<file path="src/rtl/uart_pkg.sv">
// uart_pkg: shared types for the uart transmit feeder.
// Holds the feeder FSM encoding and the uart byte width.
package uart_pkg;

    localparam int UART_BYTE_W = 8;

    typedef enum logic [1:0] {
        FEED_IDLE,
        FEED_LAUNCH,
        FEED_BUSY
    } feed_state_e;

endpackage

</file>
<file path="src/rtl/uart_tx_feeder_if.sv">
// uart_tx_feeder_if: producer stream plus uart transmit port.
// slave is the feeder side, master is the producer/uart side.
interface uart_tx_feeder_if;
    import uart_pkg::*;

    logic [UART_BYTE_W-1:0] s_data;
    logic                   s_valid;
    logic                   s_ready;
    logic                   uart_transmit;
    logic [UART_BYTE_W-1:0] uart_tx_byte;
    logic                   uart_tx_free;

    modport slave (
        input  s_data,
        input  s_valid,
        output s_ready,
        output uart_transmit,
        output uart_tx_byte,
        input  uart_tx_free
    );

    modport master (
        output s_data,
        output s_valid,
        input  s_ready,
        input  uart_transmit,
        input  uart_tx_byte,
        output uart_tx_free
    );

endinterface

</file>
<file path="src/rtl/uart_byte_fifo.sv">
// uart_byte_fifo: single-clock byte FIFO with wrap-bit pointers.
// Read data is the head entry, consumed by the pop at the clock edge.
module uart_byte_fifo
    import uart_pkg::*;
#(
    parameter int DEPTH_LOG2 = 4
) (
    input  logic                   clk,
    input  logic                   rst,
    input  logic                   i_push,
    input  logic [UART_BYTE_W-1:0] i_data,
    input  logic                   i_pop,
    output logic [UART_BYTE_W-1:0] o_data,
    output logic                   o_full,
    output logic                   o_empty,
    output logic [DEPTH_LOG2:0]    o_level
);

    localparam int DEPTH = 1 << DEPTH_LOG2;

    logic [UART_BYTE_W-1:0] r_mem [DEPTH];
    logic [DEPTH_LOG2:0]    r_wr_ptr;
    logic [DEPTH_LOG2:0]    r_rd_ptr;
    logic                   w_push;
    logic                   w_pop;
    logic                   w_lo_eq;

    assign w_lo_eq = r_wr_ptr[DEPTH_LOG2-1:0] == r_rd_ptr[DEPTH_LOG2-1:0];
    assign o_full  = w_lo_eq && (r_wr_ptr[DEPTH_LOG2] != r_rd_ptr[DEPTH_LOG2]);
    assign o_empty = r_wr_ptr == r_rd_ptr;
    assign o_level = r_wr_ptr - r_rd_ptr;
    assign o_data  = r_mem[r_rd_ptr[DEPTH_LOG2-1:0]];

    assign w_push = i_push && !o_full;
    assign w_pop  = i_pop && !o_empty;

    always_ff @(posedge clk) begin
        if (rst) begin
            r_wr_ptr <= '0;
            r_rd_ptr <= '0;
        end else begin
            if (w_push) r_wr_ptr <= r_wr_ptr + 1'b1;
            if (w_pop)  r_rd_ptr <= r_rd_ptr + 1'b1;
        end
    end

    // storage needs no reset: pointers define what is valid
    always_ff @(posedge clk) begin
        if (w_push) r_mem[r_wr_ptr[DEPTH_LOG2-1:0]] <= i_data;
    end

endmodule

</file>
<file path="src/rtl/uart_tx_feeder.sv">
// uart_tx_feeder: buffers a byte stream and feeds the uart transmitter.
// Define UART_TX_CTS_EN to add a synchronised active-low cts_n gate.
module uart_tx_feeder
    import uart_pkg::*;
#(
    parameter int DEPTH_LOG2 = 4
) (
    input  logic                clk,
    input  logic                rst,
    uart_tx_feeder_if.slave     bus,
    output logic [DEPTH_LOG2:0] level,
    output logic                idle
`ifdef UART_TX_CTS_EN
    ,
    input  logic                cts_n
`endif
);

    localparam logic [DEPTH_LOG2:0] LVL_FULL = {1'b1, {DEPTH_LOG2{1'b0}}};

    feed_state_e            r_state;
    feed_state_e            w_next;
    logic                   r_ready;
    logic                   r_transmit;
    logic                   r_guard;
    logic [UART_BYTE_W-1:0] r_tx_byte;
    logic                   w_push;
    logic                   w_pop;
    logic                   w_gate;
    logic                   w_full;
    logic                   w_empty;
    logic [UART_BYTE_W-1:0] w_head;
    logic [DEPTH_LOG2:0]    w_level_next;

    assign w_push = bus.s_valid && r_ready && !w_full;

    uart_byte_fifo #(
        .DEPTH_LOG2(DEPTH_LOG2)
    ) u_fifo (
        .clk    (clk),
        .rst    (rst),
        .i_push (w_push),
        .i_data (bus.s_data),
        .i_pop  (w_pop),
        .o_data (w_head),
        .o_full (w_full),
        .o_empty(w_empty),
        .o_level(level)
    );

`ifdef UART_TX_CTS_EN
    logic [1:0] r_cts_sync;

    // resets to blocked so nothing leaves before the peer is seen ready
    always_ff @(posedge clk) begin
        if (rst) r_cts_sync <= 2'b11;
        else     r_cts_sync <= {r_cts_sync[0], cts_n};
    end

    assign w_gate = !r_cts_sync[1];
`else
    assign w_gate = 1'b1;
`endif

    always_comb begin
        w_next = r_state;
        w_pop  = 1'b0;
        unique case (r_state)
            FEED_IDLE: begin
                if (!w_empty && bus.uart_tx_free && w_gate) begin
                    w_pop  = 1'b1;
                    w_next = FEED_LAUNCH;
                end
            end
            FEED_LAUNCH: w_next = FEED_BUSY;
            FEED_BUSY: begin
                if (!r_guard && bus.uart_tx_free) w_next = FEED_IDLE;
            end
            default: w_next = FEED_IDLE;
        endcase
    end

    assign w_level_next = level
                        + {{DEPTH_LOG2{1'b0}}, w_push}
                        - {{DEPTH_LOG2{1'b0}}, w_pop};

    always_ff @(posedge clk) begin
        if (rst) begin
            r_state    <= FEED_IDLE;
            r_ready    <= 1'b1;
            r_transmit <= 1'b0;
            r_guard    <= 1'b0;
            r_tx_byte  <= '0;
        end else begin
            r_state    <= w_next;
            r_ready    <= w_level_next != LVL_FULL;
            r_transmit <= w_next == FEED_LAUNCH;
            // first BUSY cycle may still see the stale tx_free high
            r_guard    <= r_state == FEED_LAUNCH;
            if (w_pop) r_tx_byte <= w_head;
        end
    end

    assign bus.s_ready       = r_ready;
    assign bus.uart_transmit = r_transmit;
    assign bus.uart_tx_byte  = r_tx_byte;
    assign idle              = w_empty && (r_state == FEED_IDLE);

endmodule
</file>
<file path="src/flat_wrapper.sv">
// flat-port wrapper written by rule: the top's interface ports become plain ports
module uart_tx_feeder_flat import uart_pkg::*;
#(
    parameter int DEPTH_LOG2 = 4
)
  (clk, rst, level, idle, bus_s_data, bus_s_valid, bus_s_ready, bus_uart_transmit, bus_uart_tx_byte, bus_uart_tx_free);
  uart_tx_feeder_if bus_i ();
  input  logic clk;
  input  logic rst;
  output logic [DEPTH_LOG2:0] level;
  output logic idle;
  input wire logic [$bits(bus_i.s_data)-1:0] bus_s_data;
  input wire logic [$bits(bus_i.s_valid)-1:0] bus_s_valid;
  output wire logic [$bits(bus_i.s_ready)-1:0] bus_s_ready;
  output wire logic [$bits(bus_i.uart_transmit)-1:0] bus_uart_transmit;
  output wire logic [$bits(bus_i.uart_tx_byte)-1:0] bus_uart_tx_byte;
  input wire logic [$bits(bus_i.uart_tx_free)-1:0] bus_uart_tx_free;
  assign bus_i.s_data = bus_s_data;
  assign bus_i.s_valid = bus_s_valid;
  assign bus_s_ready = bus_i.s_ready;
  assign bus_uart_transmit = bus_i.uart_transmit;
  assign bus_uart_tx_byte = bus_i.uart_tx_byte;
  assign bus_i.uart_tx_free = bus_uart_tx_free;
  uart_tx_feeder #(.DEPTH_LOG2(DEPTH_LOG2)) u_core (.clk(clk), .rst(rst), .bus(bus_i), .level(level), .idle(idle));
endmodule
</file>
<file path="config.mk">
export PLATFORM = sky130hd
export DESIGN_NAME = uart_tx_feeder_flat
export DESIGN_NICKNAME = d
export VERILOG_FILES = /design/src/rtl/uart_pkg.sv /design/src/rtl/uart_tx_feeder_if.sv /design/src/rtl/uart_byte_fifo.sv /design/src/rtl/uart_tx_feeder.sv /design/src/flat_wrapper.sv
export SDC_FILE = /design/constraint.sdc
export NUM_CORES = 1
export LEC_CHECK = 0
export ABC_AREA = 1
export ABC_CLOCK_PERIOD_IN_PS = 3100
export BUFFER_PORTS_ARGS = -buffer_cell sky130_fd_sc_hd__clkbuf_2
export CORE_MARGIN = 2
export CORE_UTILIZATION = 56
export CTS_CLUSTER_DIAMETER = 100
export CTS_CLUSTER_SIZE = 14
export DETAILED_ROUTE_END_ITERATION = 16
export PLACE_DENSITY_LB_ADDON = 0.08
export SLEW_MARGIN = 10
export SYNTH_ARGS = -nofsm -noshare
export SYNTH_HDL_FRONTEND = slang
export SYNTH_HIERARCHICAL = 1
export SYNTH_SLANG_ARGS = --single-unit
</file>
<file path="constraint.sdc">
create_clock -name clk -period 3.1 [get_ports clk]
set_input_delay 0.465 -clock clk [delete_from_list [all_inputs] [get_ports clk]]
set_output_delay 0.465 -clock clk [all_outputs]
set_load 0.005 [all_outputs]
</file>
==> metrics.txt <==
status=completed; Remaining DRCs=0; Min Hold Slack=approximately 400 ps; Nets=roughly 830; # H-tree levels=4; Storage cell area=4392 sq um; post-synthesis sequential area ratio=about three fifths; DP Area=7596 sq um; Area contributors post-synth=edfxtp_1, nand2_1, nand3_1; final instance area=roughly 8300 sq um; routed length per instance=approximately 15 um; DP Wirelength=between 9000 and 10000 um; Ant. Diodes=0; Fin Setup TNS=0 ps; post-synth top area cell=edfxtp_1; initial antenna violation count=0; Iteration-0 DRC Markers=400; WP data required=3420 ps; GPL Wtd Cong=around 0.86; DRT Pass-1 Iters=5; Hold Path Class=in -> reg; Mapped Area=between 7000 and 8000 sq um; die height=approximately 120 um; DRT antenna net count=0; # rows=41; Tot GR Track Use=~24%; Primary FF master, synth=edfxtp_1; layout cells sized above 1=between 10% and 20%; Worst Setup Path Type=reg -> reg; core footprint=about 13000 sq um; Slew @ Worst Pin=around 1100 ps; Syn Area/Cell=roughly 9.5 sq um; critical path's largest stage delay=460 ps; Worst Setup End Kind=register; via count=5063; Mapped Nets=roughly 800; vias in the first global route=between 4000 and 5000; root cell of the clock tree=clkbuf_16; TritonCTS Sinks=roughly 160; CTS Buf Count=17; CTS tree=done; Util after Layout=about two thirds; DP Cell Count=between 900 and 1000; Detailed Route WL=~15000 um; Horiz. Die Dim=around 120 um; ys async rst share=0%; Slew headroom=about a quarter; maximum VDD drop=approximately 0.66 mV; PortBufs=27; max-slew violation count=0; CP Buf/Inv Count=5; CP delay by family, top=adder cells; first-pass GRT wire length=~24000 um; crit-path most repeated cell=inv_1; P_leak=between 3 and 4 nW; DIE AREA=approximately 14000 sq um; Cell Pwr Density=808.3 nW/um^2; Yosys top cell area share=between 50% and 60%; clock latency on the worst-skew pair=~430 ps; Distinct cells, synth=31; Initial Util=between 50% and 60%; IO Count=28; Synth Warn #=6; Final Cycle Share=93.90%; area added between synthesis and finish=14.96%; EDFF count, synth=between 100 and 150; CP Launch Type=register; setup ws final=around 190 ps; number of fill cells=1030; multi-input logic area=about 2100 sq um; Synth Instances=roughly 750; Congestion Overflow GR=0; Slowest-stage cell, CP=fa_1; critical path arrival=between 3000 and 4000 ps; crit-path cells=inv_1 > ha_1 > nand2_1 > nor2_4 > nand2_4 > inv_1 > inv_1 > nand3_2 > clkinv_2 > ha_1 > inv_1 > ha_1 > fa_1 > nor3_2 > nand2_1 > nor2_1 > nand2_1; DR vias/cell=a little over 5; clk_skew=approximately 10 ps; maxcap violations=0; final hold vios=0; flops & latches, synth=around 160; final std cells w/o fill=984; # setup viols final=0; Pwr Total=6.676 mW; setup repair bufs after CTS=0; Final min period=2911 ps; Worst Path Max Fanout=6; clock slew at reported path FFs=about 60 ps; achievable frequency=around 340 MHz; dpl ws=around 150 ps; largest net degree at the start of global routing=65; Clock Tree Buf Depth=2
[area by class of cell]
type	count	area share [%]
clock buffer	17	5.151
timing repair buffer	54	4.090
tap	172	2.606
sequential	155	53.17
inverter	135	6.241
clock inverter	15	2.712
multi-input combinational	436	26.03
[final timing paths]
| path | start | to | slack, ps | depth (start not counted) |
|---|---|---|---|---|
| setup / recovery | u_core/u_fifo/r_wr_ptr[0] | u_core/bus.s_ready | 190 | 17 |
| setup reg to reg | u_core/u_fifo/r_wr_ptr[0] | u_core/bus.s_ready | 190 | 17 |
| hold / removal | bus_uart_tx_free | u_core/r_state[1] | 390 | 4 |
| hold reg to reg | u_core/bus.uart_tx_byte[2] | u_core/bus.uart_tx_byte[2] | 490 | 2 |
[timing repair]
item	in CTS	in global routing
setup endpoints to repair	0	1
hold buffers	0	0
resized for setup	0	6
[cell usage in the layout, fill, tap and decap left out, drive strengths merged, types with 2 or more instances in the layout]
cell,netlist,layout
nor3,5,5
nand4,4,4
fa,2,2
a21oi,13,13
dfxtp,27,27
bufinv,0,5
ha,14,14
nand3,114,114
nand2,217,217
o21ai,13,13
buf,24,27
clkinv,1,7
xor2,5,5
inv,134,134
clkbuf,4,44
nor2,48,48
edfxtp,128,128
clkinvlp,0,4
[flip-flops by register name, summed over array words and instances, names as in the netlist, named ones only]
name,count
u_core/u_fifo/r_wr_ptr,5
u_core/bus.uart_transmit,1
u_core/bus.uart_tx_byte,8
u_core/u_fifo/r_rd_ptr,5
u_core/u_fifo/r_mem,128
u_core/bus.s_ready,1
u_core/r_guard,1
u_core/r_state,2
[cell families after synthesis]
logic type | synth area share [%]
compound gates | 2.334
xor+xnor | 0.7314
simple gates | 23.72
fa+ha+maj | 2.996
flops | 61.02
buf+inv | 9.195
[cells in the mapped netlist, types with 2 or more instances]
cell type,instances
a21oi_1,11
a21oi_2,2
buf_1,3
buf_2,17
buf_4,3
clkbuf_1,4
dfxtp_1,27
edfxtp_1,128
fa_1,2
ha_1,14
inv_1,131
inv_2,2
nand2_1,205
nand2_2,5
nand2_4,6
nand3_1,113
nand4_1,4
nor2_1,46
nor3_1,5
o21ai_0,3
o21ai_1,2
o21ai_2,8
xor2_1,5
[where the power goes]
part | switching, mW | internal, mW | total [mW]
Combinational | 1.29 | 0.698 | 1.98
Sequential | 0.0632 | 2.39 | 2.45
Clock | 0.813 | 1.43 | 2.24
Total | 2.16 | 4.51 | 6.68
[worst min-delay path, cell delays in order]
cell,delay [ps]
clkbuf_2,100
inv_1,50
o21ai_1,60
a21oi_1,100
[metal layers]
metal | vias to the layer above | wire [um] | global-route usage (%)
li1 | 2512 | - | -
met1 | 2418 | 6681 | 31.34
met2 | 113 | 7508 | 39.31
met3 | 20 | 660 | 4.995
met4 | 0 | 274 | 10.12
met5 | - | 0 | 0
Note: power is estimated with default switching activity, not from simulation.
